**config.mk**
```make
export PLATFORM = sky130hd
export DESIGN_NAME = reg_write_arbiter_flat
export DESIGN_NICKNAME = d
export VERILOG_FILES = /design/src/rtl/reg_write_arbiter_if.sv /design/src/rtl/reg_write_arbiter.sv /design/src/flat_wrapper.sv
export SDC_FILE = /design/constraint.sdc
export NUM_CORES = 1
export LEC_CHECK = 0
export ABC_CLOCK_PERIOD_IN_PS = 6380
export CORE_ASPECT_RATIO = 1.1
export CORE_UTILIZATION = 39
export DETAILED_ROUTE_END_ITERATION = 8
export HOLD_SLACK_MARGIN = 0.15
export PLACE_DENSITY = 0.87
export SLEW_MARGIN = 5
export SYNTH_ARGS = -nofsm -noshare
export SYNTH_HDL_FRONTEND = slang
export SYNTH_SLANG_ARGS = --single-unit
```
**constraint.sdc**
```tcl
create_clock -name clk -period 6.38 [get_ports clk]
set_input_delay 1.276 -clock clk [delete_from_list [all_inputs] [get_ports clk]]
set_output_delay 1.276 -clock clk [all_outputs]
set_load 0.005 [all_outputs]
```
**src/rtl/reg_write_arbiter_if.sv**
```systemverilog
// Request-side bundle between the writeback sources and the register-bank write arbiter.
// Handshake: a requester raises i_req_valid[k] with select/data and keeps all three stable
// until it sees o_req_ready[k]. The beat transfers on the rising edge where both are high.
// Ready is combinational and may rise in the same cycle as valid.
// Valid may be withdrawn before ready without side effects.
interface reg_write_arbiter_if #(
  parameter int NUM_REQ      = 3,
  parameter int SELECT_WIDTH = 5,
  parameter int DATA_WIDTH   = 32
);
  logic [NUM_REQ-1:0]      i_req_valid;
  logic [SELECT_WIDTH-1:0] i_req_select [NUM_REQ];
  logic [DATA_WIDTH-1:0]   i_req_data   [NUM_REQ];
  logic [NUM_REQ-1:0]      o_req_ready;

  modport master (
    output i_req_valid,
    output i_req_select,
    output i_req_data,
    input  o_req_ready
  );

  modport slave (
    input  i_req_valid,
    input  i_req_select,
    input  i_req_data,
    output o_req_ready
  );
endinterface

```
**src/rtl/reg_write_arbiter.sv**
```systemverilog
// Round-robin arbiter sharing the register bank's single write port between NUM_REQ
// writeback sources, with a registered write stage, range checking and a global hold.
module reg_write_arbiter #(
  parameter  int DATA_WIDTH   = 32,
  parameter  int NUM_REG      = 32,
  parameter  int NUM_REQ      = 3,
  localparam int SELECT_WIDTH = $clog2(NUM_REG),
  localparam int ID_WIDTH     = $clog2(NUM_REQ)
) (
  input  logic                    clk,
  input  logic                    rst_n,
  reg_write_arbiter_if.slave      req,
  input  logic                    i_hold,
  input  logic                    i_err_clear,
  output logic                    o_write_enable,
  output logic [SELECT_WIDTH-1:0] o_write_select,
  output logic [DATA_WIDTH-1:0]   o_write_data,
  output logic [ID_WIDTH-1:0]     o_grant_id,
  output logic                    o_err_range
);

  logic [ID_WIDTH-1:0]     rr_ptr;
  logic [ID_WIDTH:0]       cand;
  logic [ID_WIDTH-1:0]     grant_id;
  logic                    grant_found;
  logic [SELECT_WIDTH-1:0] grant_select;
  logic [DATA_WIDTH-1:0]   grant_data;
  logic                    sel_in_range;

  // Scan from rr_ptr with wrap-around. Grants are suppressed during reset as well as hold,
  // so no requester is consumed by a beat that reset would drop.
  always_comb begin
    cand        = '0;
    grant_id    = '0;
    grant_found = 1'b0;
    for (int i = 0; i < NUM_REQ; i++) begin
      cand = {1'b0, rr_ptr} + (ID_WIDTH+1)'(i);
      if (cand >= (ID_WIDTH+1)'(NUM_REQ)) begin
        cand = cand - (ID_WIDTH+1)'(NUM_REQ);
      end
      if (!grant_found && req.i_req_valid[cand[ID_WIDTH-1:0]]) begin
        grant_found = 1'b1;
        grant_id    = cand[ID_WIDTH-1:0];
      end
    end
    if (!rst_n || i_hold) begin
      grant_found = 1'b0;
    end
  end

  assign req.o_req_ready = grant_found ? (NUM_REQ'(1) << grant_id) : '0;
  assign grant_select    = req.i_req_select[grant_id];
  assign grant_data      = req.i_req_data[grant_id];

  // With a power-of-two bank every encodable select is a real register.
  generate
    if (NUM_REG == (2 ** SELECT_WIDTH)) begin : g_full_range
      assign sel_in_range = 1'b1;
    end else begin : g_partial_range
      assign sel_in_range = grant_select < SELECT_WIDTH'(NUM_REG);
    end
  endgenerate

  always_ff @(posedge clk) begin
    if (!rst_n) begin
      rr_ptr         <= '0;
      o_write_enable <= 1'b0;
      o_write_select <= '0;
      o_write_data   <= '0;
      o_grant_id     <= '0;
      o_err_range    <= 1'b0;
    end else begin
      o_write_enable <= grant_found && sel_in_range;
      if (grant_found) begin
        rr_ptr <= (grant_id == ID_WIDTH'(NUM_REQ - 1)) ? '0 : grant_id + 1'b1;
        if (sel_in_range) begin
          o_write_select <= grant_select;
          o_write_data   <= grant_data;
          o_grant_id     <= grant_id;
        end
      end
      // A new range error takes priority over a clear on the same edge.
      if (grant_found && !sel_in_range) begin
        o_err_range <= 1'b1;
      end else if (i_err_clear) begin
        o_err_range <= 1'b0;
      end
    end
  end

endmodule

```
**src/flat_wrapper.sv**
```systemverilog
// flat-port wrapper written by rule: the top's interface ports become plain ports
module reg_write_arbiter_flat 
#(
  parameter  int DATA_WIDTH   = 32,
  parameter  int NUM_REG      = 32,
  parameter  int NUM_REQ      = 3,
  localparam int SELECT_WIDTH = $clog2(NUM_REG),
  localparam int ID_WIDTH     = $clog2(NUM_REQ)
)
  (clk, rst_n, i_hold, i_err_clear, o_write_enable, o_write_select, o_write_data, o_grant_id, o_err_range, req_i_req_valid, req_i_req_select, req_i_req_data, req_o_req_ready);
  reg_write_arbiter_if #(.NUM_REQ(NUM_REQ), .SELECT_WIDTH(($clog2((24)))), .DATA_WIDTH(DATA_WIDTH)) req_i ();
  input  logic clk;
  input  logic rst_n;
  input  logic i_hold;
  input  logic i_err_clear;
  output logic o_write_enable;
  output logic [SELECT_WIDTH-1:0] o_write_select;
  output logic [DATA_WIDTH-1:0] o_write_data;
  output logic [ID_WIDTH-1:0] o_grant_id;
  output logic o_err_range;
  input wire logic [$bits(req_i.i_req_valid)-1:0] req_i_req_valid;
  input wire logic [$bits(req_i.i_req_select)-1:0] req_i_req_select;
  input wire logic [$bits(req_i.i_req_data)-1:0] req_i_req_data;
  output wire logic [$bits(req_i.o_req_ready)-1:0] req_o_req_ready;
  assign req_i.i_req_valid = req_i_req_valid;
  assign req_i.i_req_select = {>>{req_i_req_select}};
  assign req_i.i_req_data = {>>{req_i_req_data}};
  assign req_o_req_ready = req_i.o_req_ready;
  reg_write_arbiter #(.DATA_WIDTH(DATA_WIDTH), .NUM_REG(NUM_REG), .NUM_REQ(NUM_REQ)) u_core (.clk(clk), .rst_n(rst_n), .req(req_i), .i_hold(i_hold), .i_err_clear(i_err_clear), .o_write_enable(o_write_enable), .o_write_select(o_write_select), .o_write_data(o_write_data), .o_grant_id(o_grant_id), .o_err_range(o_err_range));
endmodule
```
Word-level counts from Yosys, hierarchy flattened --
Cells that the tools add are included. Widths: inputs -> output; s select.
Storage, ports and cells: flip-flop bits (word level) 42, input bits 118, output and inout bits 44, logic and storage cells 51
Cells by class: add/sub/neg operators 6, magnitude comparators 7, equality and inequality tests 1, shifts and indexed selects 1, multiplexer cells 24, bitwise gates (word level) 1, reductions and logical operators 6
Operators with widths (count):
- $bmux 32 s2 | 1
- $mux 32 | 2
- $mux 2 | 7
- $bmux 5 s2 | 1
- $mux 5 | 2
- $lt 2x3->1 const B | 3
- $mux 1 | 7
- $bmux 1 s2 | 3
- $ge 3x2->1 const B | 2
- $sub 2x2->2 const B | 3
- $add 2x1->3 const B | 1
- $add 2x2->3 const B | 1
- $ge 3x3->1 const B | 1
- $logic_not 1->1 | 3
- $mux 3 | 1
- $not 2->3 | 1
- $shl 1x2->3 const A | 1
- $add 2x1->2 const B | 1
- $eq 2x2->1 const B | 1
- $ge 2x2->1 const B | 1
- $logic_and 1x1->1 | 2
- $logic_or 1x1->1 | 1

Logic depth before layout (Yosys ltp) --
Gate-level depths: netlist of the first run.
depth after elaboration 15, mapped depth 11, mapped depth without buffers 9

Worst setup path before layout of the first run --
No wires, ideal clock.
path kind input port to output port, start input req_i_req_valid[0], end output req_o_req_ready[0], data arrival time 2.329 ns, required time 5.104 ns, path slack 2.775 ns, stages 7, path buffers 1, cell sequence mux2i_4 mux2i_4 o311ai_4 inv_2 nand3_1 buf_4 nor2_1
Between the ends: cells in the longest elaborated chain, start to end 11, elaborated cells between the ends (all ways) 19, classes of those cells shift: 1; mux: 14; reduce/logical: 4
RTL lines:
- start, declared | RTL line flat_wrapper.sv:21 | input wire logic [$bits(req_i.i_req_valid)-1:0] req_i_req_valid;
- $bmux 1 s2 | RTL line reg_write_arbiter.sv:41 | if (!grant_found && req.i_req_valid[cand[ID_WIDTH-1:0]]) begin
- $mux 1 (not written as such) | RTL line reg_write_arbiter.sv:41
- $mux 1 | RTL line reg_write_arbiter.sv:41
- $logic_not 1->1 | RTL line reg_write_arbiter.sv:41
- $logic_and 1x1->1 | RTL line reg_write_arbiter.sv:41
- $mux 1 | RTL line reg_write_arbiter.sv:41
- $logic_not 1->1 | RTL line reg_write_arbiter.sv:41
- $logic_and 1x1->1 | RTL line reg_write_arbiter.sv:41
- $mux 2 / $mux 1 (equally long branches) | RTL line reg_write_arbiter.sv:41
- $shl 1x2->3 / $mux 1 (equally long branches) | RTL line reg_write_arbiter.sv:51, reg_write_arbiter.sv:46
- $mux 3 (*) | RTL line reg_write_arbiter.sv:51 | assign req.o_req_ready = grant_found ? (NUM_REQ'(1) << grant_id) : '0;
- end, declared | RTL line flat_wrapper.sv:24 | output wire logic [$bits(req_i.o_req_ready)-1:0] req_o_req_ready;
Mark *: on every way between the ends. The rest lies on a longest branch, timed or not. The select of a mux whose other input is x is not followed.

Worst setup path after layout of the first run --
start input req_i_req_valid[2], end output req_o_req_ready[1]
Same word-level chain as after synthesis.

==> results of run 1 <==
## Yosys cell counts, types with 3 or more instances
master	count	area share, %
inv_1	5	0.78
mux2i_1	40	17
clkbuf_1	12	1.9
a21oi_1	4	0.83
buf_4	6	1.9
nand2_1	4	0.62
ha_1	4	2.1
buf_2	8	1.7
dfxtp_1	42	35
nor2_1	3	0.47
nor2b_1	3	0.78
o211ai_1	37	12
nand3_1	76	16
## tightest hold or removal path, delay by kind of cell (launching register included)
kind,cells,cell delay [ns]
simple gates,2,0.12
flops,1,0.31
## worst min path at each step
stage / startpoint / endpoint / slack [ns] / cells after the start
floorplan: u_core.o_grant_id[0]$_SDFFE_PN0P_ / u_core.o_grant_id[0]$_SDFFE_PN0P_ / 0.45 / 2
global placement: u_core.o_grant_id[0]$_SDFFE_PN0P_ / u_core.o_grant_id[0]$_SDFFE_PN0P_ / 0.45 / 2
detailed placement: u_core.o_grant_id[0]$_SDFFE_PN0P_ / u_core.o_grant_id[0]$_SDFFE_PN0P_ / 0.47 / 2
CTS: u_core.o_grant_id[0]$_SDFFE_PN0P_ / u_core.o_grant_id[0]$_SDFFE_PN0P_ / 0.48 / 2
global route: u_core.o_grant_id[0]$_SDFFE_PN0P_ / u_core.o_grant_id[0]$_SDFFE_PN0P_ / 0.49 / 2
finish: u_core.o_grant_id[0]$_SDFFE_PN0P_ / u_core.o_grant_id[0]$_SDFFE_PN0P_ / 0.47 / 2
## kinds of logic after synthesis
kind of cell	count (synthesis)
buf+inv	34
other cells	1
simple gates	95
fa+ha+maj	4
flops	42
compound gates	52
mux	43
## per-stage QoR
step	std cells	setup WS (ns)	hold WS, ns	instance area (um^2)
6_report	493	1.10	0.475	4100
5_1_grt	493	0.989	0.485	4100
4_1_cts	493	1.12	0.481	4100
3_5_place_dp	485	1.13	0.471	4010
3_3_place_gp	485	1.17	0.446	4010
2_1_floorplan	271	2.77	0.450	2410
## final cells by class
type | count | share of cell area (%)
clock buffers | 6 | 2.01
clock inverters | 2 | 0.305
inverters | 6 | 0.549
well taps | 77 | 2.35
flip-flops and latches | 42 | 20.5
multi-input cells | 195 | 34.4
repair buffers | 165 | 39.9
## metal layers
layer | wire length (um) | vias up | share of wire (%)
met5 | 0 | - | 0
met3 | 508 | 10 | 6.5
li1 | - | 1299 | -
met4 | 125 | 0 | 1.6
met1 | 3040 | 1255 | 39
met2 | 4120 | 98 | 53
## registers in the layout (all words and copies together), names as in the netlist
register and count:
u_core.o_write_data 32, u_core.o_write_select 5, u_core.o_grant_id 2, u_core.rr_ptr 2
u_core.o_write_enable 1
## placed cells by master (no fill, tap or decap), drive strengths merged, types with 6 or more instances in the layout
master and instances:
buf 6, nand3 76, o211ai 37, clkbuf 6
clkdlybuf4s50 159, inv 6, mux2i 42, dfxtp 42
## report_power, final
part	switching, mW	internal, mW
logic	0.368	0.447
clock network	0.0916	0.0870
registers	0.0606	0.382
total	0.520	0.917
==> results.md, run 1 <==
* Die height at 84.4 um
* CP most frequent cell: clkdlybuf4s50_1
* CTS sink count at 42
* Adder-cell area share of the yosys netlist at 2.08%
* GR peak layer: met2
* DP HPWL at 5680 um
* Syn avg cell area at between 8 and 9 um^2
* Seq cells post-synth at 42
* First-pass GRT wire length at 12500 um
* Crit Path Class: input pin to output pin
* Register area at between 800 and 900 um^2
* Largest stage delay on the critical path at about 0.58 ns
* Fin Clk Skew at 0.00744 ns
* Core area at 5880 um^2
* H-tree depth at 2
* Final period util at 82.7%
* Post-synthesis sequential area ratio at between 30% and 40%
* Drc violations at 0
* CP startpoint: req_i_req_valid[2]
* Die width at between 70 and 80 um
* TritonRoute pass-1 iters at 4
* CTS buffer count at 5
* Total Routing Usage GR at between 20% and 30%
* Met3 usage at under 10%
* DR WL/cell at around 16 um
* Largest net degree at the start of global routing at 43
* Pwr/cell area at between 300 and 400 nW/um^2
* Reg2reg setup slack at ~3.4 ns
* Critical path's slowest cell: nand3_1
* RSZ-0062 raised after global routing: no
* DRT iter0 DRCs at 96
* Bufs on Longest Clock Path at 2
* Routing usage on met2 at between 40% and 50%
* Post-DRT Antenna Nets at 0
* # nets final at 537
* Mux contribution to synthesized area at 19.0%
* Fin Setup TNS at 0 ns
* Die area at ~6500 um^2
* Met1 usage at 25.3%
* Multi-input logic area at around 1400 um^2
* Tot Pwr at about 1.4 mW
* Final worst path period need at between 5 and 6 ns
* Xor-xnor portion of the synthesized cell area at 0%
* Post-synth EDFFs at 0
* Fin. Hold Viols at 0
* CP arrival at 4.00 ns
* Max-cap violation count at 0
* Mapped Nets at around 390
* Critical Path Sink: req_o_req_ready[1]
* Beginning of the worst register-to-register path: u_core.rr_ptr[1]$_SDFFE_PN0P_
* Vias per cell at ~5.4
* Initial antenna violation count at 0
* Cells after synthesis at about 270
* Placer Congestion at roughly 0.83
* IO Count at roughly 160
* FMAX at around 190 MHz
* FFs w/ async S/R, synth at 0%
* Area Overhead vs Synth at 70.3%
* FILL cells at a little over 500
* Starting Density at between 40% and 50%
* Outcome: completed
* Main synth FF type: dfxtp_1
* Leakage at around 1.6 nW
* Via count at around 2700
* Slew headroom at 51.7%
* Clk_lat worst skew at about 0.29 ns
* Postcts setup bufs at 0
* Post-cts gate resize count at 0
* Clock root cell: clkbuf_8
* Critical path buffers and inverters at 2
* CP Depth at 7
* Hold Path Class: register to register
* CTS tree: built
* Critical path's top delay family: buffers and inverters
* Vias in the first global route at roughly 2600
* Crit end category: output pin
* Slew @ Worst Pin at ~0.72 ns
* Max VDD drop at 0.236 mV
* Worst-path maximum fanout at 18
* Fin util at between 60% and 70%
* Routed WL at around 7800 um
* Buffers on Ports at ~160
* Crit path cell chain: clkdlybuf4s50_1 > mux2i_1 > o21ai_2 > o221ai_1 > nand3_1 > nor2_1 > clkdlybuf4s50_1
* Crit Reg-Reg Endpoint: u_core.o_write_select[0]$_SDFFE_PN0P_
* CTS Hold Bufs at 0
* Count of unique library cells instantiated by Yosys at 35
* R2R depth at 8
* Ys Warns at 0
* Largest family of logic cells by synthesized area: simple AND/OR/NAND/NOR gates
* Post-synthesis compound-gate area fraction at ~17%
* # rows at 29
* Share of post-route cells with drive strength above 1 at approximately 5.5%
* Crit path launch type: input pin
* Ant. Diodes at 0
* Clock slew at reported path FFs at around 0.08 ns
* Slew Limit Fails at 0
* GRT overflow at 0
* Post-Synth Simple-Gate Area at between 20% and 30%
* Final setup viols at 0
* Worst Path Required at between 5 and 6 ns
* Netlist Area Pre-Place at 2410 um^2
Note: power is estimated with default switching activity, not from simulation.
==> run 2: changes to the inputs <==
- ABC_CLOCK_PERIOD_IN_PS: 6380 -> 5400
- CORE_UTILIZATION: 39 -> 36
- PLACE_DENSITY: 0.87 -> 0.81
- clock period: 6.38 -> 5.4 ns (I/O delays scaled with it)
==> run 2 against run 1 <==
  * Sequential share of layout area decreased by 0.069 points
  * Critical endpoint is now req_o_req_ready[2]
  * Critical path depth unchanged
  * Largest cell class unchanged
  * Count of clock-buffer cells in the layout increased by 2
  * Clock power increased by 30%
==> results.md, run 2 (synthesis gave the netlist of run 1 again) <==
* Outcome: completed
* Placer Congestion at between 0.8 and 0.9
* Crit end category: output pin
* FMAX at between 200 and 250 MHz
* Slew Limit Fails at 0
* DRT iter0 DRCs at 65
* Fin Clk Skew at slightly above 0.007 ns
* Commonest non-fill, non-tap cell in the layout: clkdlybuf4s50_1
* Slew @ Worst Pin at about 0.63 ns
* Most frequent cells in the layout: clkdlybuf4s50_1 (158), nand3_1 (76), dfxtp_1 (42), mux2i_1 (40), o211ai_1 (37)
* Reg2reg setup slack at 2.63 ns
* Total Routing Usage GR at 21.2%
* Worst setup margin at 0.909 ns
* CTS buffer count at 5
* Clock slew at reported path FFs at 0.08 ns
* Pwr/cell area at 415 nW/um^2
* CTS tree: built
* Die height at 87.8 um
* Drc violations at 0
* Final period util at slightly above 80%
* DP HPWL at ~5500 um
* Via count at approximately 2600
* H-tree depth at 2
* Hold Path Class: register to register
* CP arrival at roughly 3.4 ns
* Die area at between 7000 and 8000 um^2
* Dpl ws at roughly 0.93 ns
* Post-cts gate resize count at 0
* Leakage at between 1.5 and 2 nW
* Clk_lat worst skew at roughly 0.28 ns
* Crit path launch type: input pin
* Postcts setup bufs at 0
* Ant. Diodes at 0
* Critical path's slowest cell: clkdlybuf4s50_1
* Critical path's top delay family: buffers and inverters
* RSZ-0062 raised after global routing: no
* Share of post-route cells with drive strength above 1 at under 10%
* Initial antenna violation count at 0
* Tot Pwr at approximately 1.7 mW
* CTS sink count at between 40 and 50
* Clock root cell: clkbuf_8
* Final setup viols at 0
* Bufs on Longest Clock Path at 2
* IO Count at between 150 and 200
* Fin Setup TNS at 0 ns
* Worst Path Required at approximately 4.3 ns
* Max-cap violation count at 0
* Fin util at about 65%
* Final worst path period need at between 4 and 5 ns
* TritonRoute pass-1 iters at 4
* Critical path buffers and inverters at 3
* Vias per cell at 5.30
* Crit Path Class: input pin to output pin
* Routed WL at 7610 um
* Largest registers: u_core.o_write_data: 32 flops, u_core.o_write_select: 5 flops
* Largest register by flop count: u_core.o_write_data
* Max reg flops at 32
* Starting Density at between 30% and 40%
* CTS Hold Bufs at 0
* Core area at between 6000 and 7000 um^2
* Worst-path maximum fanout at 42
* Fin. Hold Viols at 0
* Slew headroom at between 50% and 60%
* Largest stage delay on the critical path at around 0.55 ns
* Post-DRT Antenna Nets at 0
* # rows at 30
* Buffers on Ports at around 160
* First-pass GRT wire length at between 10000 and 15000 um
* Max VDD drop at 0.177 mV
* Die width at ~80 um
* Largest net degree at the start of global routing at between 40 and 50
* Area Overhead vs Synth at 70.9%
* DR WL/cell at around 15 um
* Vias in the first global route at approximately 2600
* Crit path cell chain: clkdlybuf4s50_1 > mux2i_4 > mux2i_4 > o311ai_4 > buf_4 > a21oi_1 > clkdlybuf4s50_1
* # nets final at roughly 540
* GRT overflow at 0
run 2: worst min-delay path: stages, from the launching register on:
cell and delay (ns):
dfxtp_1 0.32, nand3_1 0.06, nand2_1 0.05
run 2: metal layers:
metal | global-route usage, % | vias up | wire (um)
li1 | - | 1297 | -
met1 | 21.4 | 1214 | 2880
met2 | 41.6 | 110 | 4020
met3 | 6.67 | 6 | 621
met4 | 5.03 | 0 | 85
met5 | 0 | - | 0
run 2: path summary, 6_finish.rpt:
path                                startpoint                                   to  depth (start not counted)
min          u_core.o_grant_id[0]$_SDFFE_PN0P_    u_core.o_grant_id[0]$_SDFFE_PN0P_                          2
max                         req_i_req_valid[1]                   req_o_req_ready[2]                          7
max reg2reg      u_core.rr_ptr[1]$_SDFFE_PN0P_  u_core.o_write_data[9]$_SDFFE_PN0P_                          9
min reg2reg  u_core.o_grant_id[0]$_SDFFE_PN0P_    u_core.o_grant_id[0]$_SDFFE_PN0P_                          2
run 2: through the flow:
| stage | cell area (um^2) | cells | hold slack [ns] |
|---|---|---|---|
| 3_3_place_gp | 4000 | 488 | 0.445 |
| 5_1_grt | 4110 | 496 | 0.508 |
| 4_1_cts | 4110 | 496 | 0.478 |
| 2_1_floorplan | 2410 | 271 | 0.450 |
| 3_5_place_dp | 4000 | 488 | 0.463 |
| 6_report | 4110 | 496 | 0.483 |
run 2: where the power goes:
part           switching [mW]  internal [mW]
sequential             0.0716          0.452
combinational           0.425          0.528
clock                   0.103          0.129
total                   0.600           1.11
run 2: area by class of cell:
class	instances	area [um^2]
repair buffers	165	1630
flip-flops and latches	42	841
multi-input cells	195	1410
clock buffers	8	110
inverters	6	22.5
well taps	80	100
fillers	526	2190
==> edit 1, RTL diff (settings of run 2) <==
Make the reset (`rst_n`) asynchronous in one clocked block.
--- a/src/rtl/reg_write_arbiter.sv
+++ b/src/rtl/reg_write_arbiter.sv
@@ -61,7 +61,7 @@
     end
   endgenerate
 
-  always_ff @(posedge clk) begin
+  always_ff @(posedge clk or negedge rst_n) begin
     if (!rst_n) begin
       rr_ptr         <= '0;
       o_write_enable <= 1'b0;
Function: differs if rst_n is asserted again (counterexample within 4 cycles, from zero or initial values and one cycle with rst_n low); with rst_n held inactive, the same outputs for 10 cycles.
==> edit 1 against run 2 <==
  * Cell area rose by 5.5%
  * Die area rose by 9.1%
  * Combinational power rose by 37%
  * Non-clock buffer count rose by 1
  * Largest power group unchanged
  * Sequential cell count did not move
  * Via count rose by 2.3%
  * Total power rose by 20%
  * Utilization fell by 3.6 points
  * Routed wire length rose by 8.0%
  * Setup slack improved by 0.037 ns
  * Critical path type unchanged
  * Synthesized area rose by 9.3%
  * Sequential share of layout area rose by 3.8 points
  * Clock skew barely moved
==> edit 1: results (changes against run 2) <==
top cells by count, synth = o211ai_1, dfrtp_1, mux2i_1 (was nand3_1, dfxtp_1, mux2i_1)
Post-DP Area = 4250 um^2 (was 4000 um^2)
met2 usage in global routing = 41.1% (was 41.6%)
share of cells above drive strength 1 = 5.35% (was 5.77%)
worst hold path stage count = 1 (was 2)
M1 WL = 3.17 mm (was 2.88 mm)
ys flop type = dfrtp_1 (was dfxtp_1)
routed length on met3 = 427 um (was 621 um)
vias in the first global route = 2758 (was 2574)
wire length of the first global-routing pass = 13.2 mm (was 11.7 mm)
ys async rst share = 100% (was 0%)
CP max stage delay = 0.52 ns (was 0.55 ns)
CP Capture Point = req_o_req_ready[0] (was req_o_req_ready[2])
Synth Area per Inst = 9.93 um^2 (was 8.88 um^2)
routed wl met2 = 4.52 mm (was 4.02 mm)
leakage power = 1.82 nW (was 1.61 nW)
Critical Path Source = req_i_req_valid[0] (was req_i_req_valid[1])
routed vias = 2688 (was 2627)
detailed placement HPWL = 5.93 mm (was 5.52 mm)
WL/cell = 16.6 um (was 15.3 um)
Final Hold Slack = 0.492 ns (was 0.483 ns)
met1 GRT Util = 24.0% (was 21.4%)
Total GRT Usage = 21.7% (was 21.2%)
DRT iter0 DRCs = 89 (was 65)
Hold EP = u_core.o_grant_id[1]$_DFFE_PN0P_ (was u_core.o_grant_id[0]$_SDFFE_PN0P_)
status = finished clean (unchanged)
Compound-Gate Fraction of Synth Area = 24.9% (was 16.6%)
r2r setup slk = 2.46 ns (was 2.63 ns)
H-Tree Depth = 2 (unchanged)
min-delay src = u_core.o_grant_id[1]$_DFFE_PN0P_ (was u_core.o_grant_id[0]$_SDFFE_PN0P_)
Crit-path slowest cell = a31o_2 (was clkdlybuf4s50_1)
dpl ws = 0.945 ns (was 0.926 ns)
multiplexer area fraction after synthesis = 17.9% (was 19.0%)
Final #Nets = 532 (was 537)
peak supply drop = 0.544 mV (was 0.177 mV)
final clock skew = 0.00751 ns (was 0.00706 ns)
switching share of power = 39.4% (was 35.1%)
Synth Area in Adders = 1.90% (was 2.08%)
GR Util met3 = 5.67% (was 6.67%)
Critical Path AT = 3.37 ns (was 3.41 ns)
edit 1: changes by cell type after synthesis, sizes merged, moves of 34 or more:
| cell | change |
|---|---|
| o211ai | +37 |
| dfxtp | -42 |
| nand2 | +34 |
| nand3 | -75 |
| dfrtp | +42 |
edit 1: cell type report:
class	count	area [um^2]
Fill cell	631	2710
Timing Repair Buffer	166	1640
Tap cell	85	106
Clock inverter	1	5.00
Inverter	5	18.8
Clock buffer	7	86.3
Multi-Input combinational cell	190	1430
Sequential cell	42	1050
edit 1: power by group through the flow:
stage	logic [W]	clock network (W)	registers, W
2_1_floorplan	0.000762	0	0.000555
3_3_place_gp	0.00128	0	0.000542
3_5_place_dp	0.00131	0	0.000549
4_1_cts	0.00132	0.000216	0.000543
5_1_grt	0.00141	0.000228	0.000565
6_report	0.00130	0.000208	0.000543
edit 1: critical path, delay by kind of cell:
| family | cells | cell delay [ns] |
|---|---|---|
| buf+inv | 3 | 1.04 |
| mux | 2 | 0.59 |
| compound gates | 1 | 0.52 |
| simple gates | 2 | 0.14 |
==> edit 2, RTL diff (settings of run 2) <==
Made on the original files. `DATA_WIDTH` is set to 32 in 3 places; all go to 28.
--- a/src/rtl/reg_write_arbiter_if.sv
+++ b/src/rtl/reg_write_arbiter_if.sv
@@ -6,7 +6,7 @@
 interface reg_write_arbiter_if #(
   parameter int NUM_REQ      = 3,
   parameter int SELECT_WIDTH = 5,
-  parameter int DATA_WIDTH   = 32
+  parameter int DATA_WIDTH   = 28
 );
   logic [NUM_REQ-1:0]      i_req_valid;
   logic [SELECT_WIDTH-1:0] i_req_select [NUM_REQ];
--- a/src/rtl/reg_write_arbiter.sv
+++ b/src/rtl/reg_write_arbiter.sv
@@ -1,7 +1,7 @@
 // Round-robin arbiter sharing the register bank's single write port between NUM_REQ
 // writeback sources, with a registered write stage, range checking and a global hold.
 module reg_write_arbiter #(
-  parameter  int DATA_WIDTH   = 32,
+  parameter  int DATA_WIDTH   = 28,
   parameter  int NUM_REG      = 32,
   parameter  int NUM_REQ      = 3,
   localparam int SELECT_WIDTH = $clog2(NUM_REG),
--- a/src/flat_wrapper.sv
+++ b/src/flat_wrapper.sv
@@ -1,7 +1,7 @@
 // flat-port wrapper written by rule: the top's interface ports become plain ports
 module reg_write_arbiter_flat 
 #(
-  parameter  int DATA_WIDTH   = 32,
+  parameter  int DATA_WIDTH   = 28,
   parameter  int NUM_REG      = 32,
   parameter  int NUM_REQ      = 3,
   localparam int SELECT_WIDTH = $clog2(NUM_REG),
Interface: changed (resized o_write_data and req_i_req_data); port bits go from 162 to 146. No check against the original RTL was run, so the function may have changed too.
==> edit 2 against run 2 <==
  * Synthesized cell count is 76% higher
  * Routed wire length is 63% higher
  * Total power rose by 35%
  * Critical path depth up 1
  * Sequential cell count fell by 4
  * Synthesized area up 46%
  * Critical endpoint is now req_o_req_ready[0]
  * Cell area increased by 20%
  * Setup slack worse by 0.23 ns
  * Cell count grew 41%
  * Combinational power increased by 63%
==> edit 2: results (changes against run 2) <==
max frequency = 212 MHz (was 223 MHz)
Hold EP = u_core.o_grant_id[1]$_SDFFE_PN0P_ (was u_core.o_grant_id[0]$_SDFFE_PN0P_)
Gate Count Post-Synth = 477 (was 271)
DP Cell Count = 690 (was 488)
Worst R2R Path Depth = 8 (was 9)
vias in the first global route = 4232 (was 2574)
Syn. warnings = 0 (unchanged)
post_cts resized = 0 (unchanged)
top cells by area, synth = dfxtp_1, a21oi_1, o2111ai_1 (was dfxtp_1, mux2i_1, nand3_1)
switching share of power = 48.2% (was 35.1%)
post-synthesis cell type count = 47 (was 35)
peak supply drop = 0.231 mV (was 0.177 mV)
port bufs = 143 (was 159)
share of cells above drive strength 1 = 7.06% (was 5.77%)
min-delay src = u_core.o_grant_id[1]$_SDFFE_PN0P_ (was u_core.o_grant_id[0]$_SDFFE_PN0P_)
DRT iter0 DRCs = 295 (was 65)
routed wl met2 = 6.19 mm (was 4.02 mm)
worst r2r src = u_core.rr_ptr[0]$_SDFFE_PN0P_ (was u_core.rr_ptr[1]$_SDFFE_PN0P_)
r2r setup slk = 2.21 ns (was 2.63 ns)
detailed placement HPWL = 8.16 mm (was 5.52 mm)
dpl ws = 0.681 ns (was 0.926 ns)
final clock skew = 0.0105 ns (was 0.00706 ns)
TritonCTS Buffers = 5 (unchanged)
routed length on met3 = 948 um (was 621 um)
ys async rst share = 0% (unchanged)
wire length of the first global-routing pass = 19.6 mm (was 11.7 mm)
Critical Path AT = 3.64 ns (was 3.41 ns)
top flop regs = u_core.o_write_data: 28 flops, u_core.o_write_select: 5 flops (was u_core.o_write_data: 32 flops, u_core.o_write_select: 5 flops)
Final GP Congestion = 0.881 (was 0.818)
met1 GRT Util = 28.8% (was 21.4%)
Critical Path Source = req_i_req_valid[0] (was req_i_req_valid[1])
syn_nets = 587 (was 393)
status = finished clean (unchanged)
crit-path max FO = 31 (was 42)
Post-Route WL = 12.4 mm (was 7.61 mm)
drt pass-1 iters = 6 (was 4)
pin count of the biggest net entering global routing = 70 (was 43)
M1 WL = 5.10 mm (was 2.88 mm)
worst hold path stage count = 1 (was 2)
via/cell ratio = 6.11 (was 5.30)
R2R Path End = u_core.o_write_data[27]$_SDFFE_PN0P_ (was u_core.o_write_data[9]$_SDFFE_PN0P_)
post-synthesis sequential area ratio = 21.6% (was 34.9%)
# fillers = 928 (was 526)
leakage power = 1.67 nW (was 1.61 nW)
Total GRT Usage = 24.0% (was 21.2%)
Crit-path slowest cell = o21bai_4 (was clkdlybuf4s50_1)
CP max stage delay = 0.64 ns (was 0.55 ns)
worst-margin pin slew = 0.788 ns (was 0.627 ns)
GR Util met3 = 4.11% (was 6.67%)
WL/cell = 17.8 um (was 15.3 um)
CP Capture Point = req_o_req_ready[0] (was req_o_req_ready[2])
ys flop type = dfxtp_1 (unchanged)
met2 usage in global routing = 42.1% (was 41.6%)
Final Hold Slack = 0.489 ns (was 0.483 ns)
Post-DP Area = 4840 um^2 (was 4000 um^2)
edit 2: cell families after synthesis:
logic type,synth area share (%)
compound gates,44.8
fa+ha+maj,1.42
buf+inv,15.1
flops,21.6
mux,1.99
other cells,0.107
simple gates,14.9
edit 2: area by class of cell:
type	instances	area (um^2)	share of cell area, %
repair buffers	155	1520	30.7
inverters	40	153	3.09
flip-flops and latches	38	761	15.4
multi-input cells	340	2260	45.7
clock inverters	3	40.0	0.809
clock buffers	5	68.8	1.39
well taps	117	146	2.96
edit 2: power by group through the flow:
stage / registers (W) / clock network [W] / logic (W)
after floorplan: 0.000509 / 0 / 0.00105
after CTS: 0.000514 / 0.000251 / 0.00153
final: 0.000518 / 0.000243 / 0.00155
after detailed placement: 0.000518 / 0 / 0.00153
after global placement: 0.000514 / 0 / 0.00149
after global routing: 0.000530 / 0.000262 / 0.00168
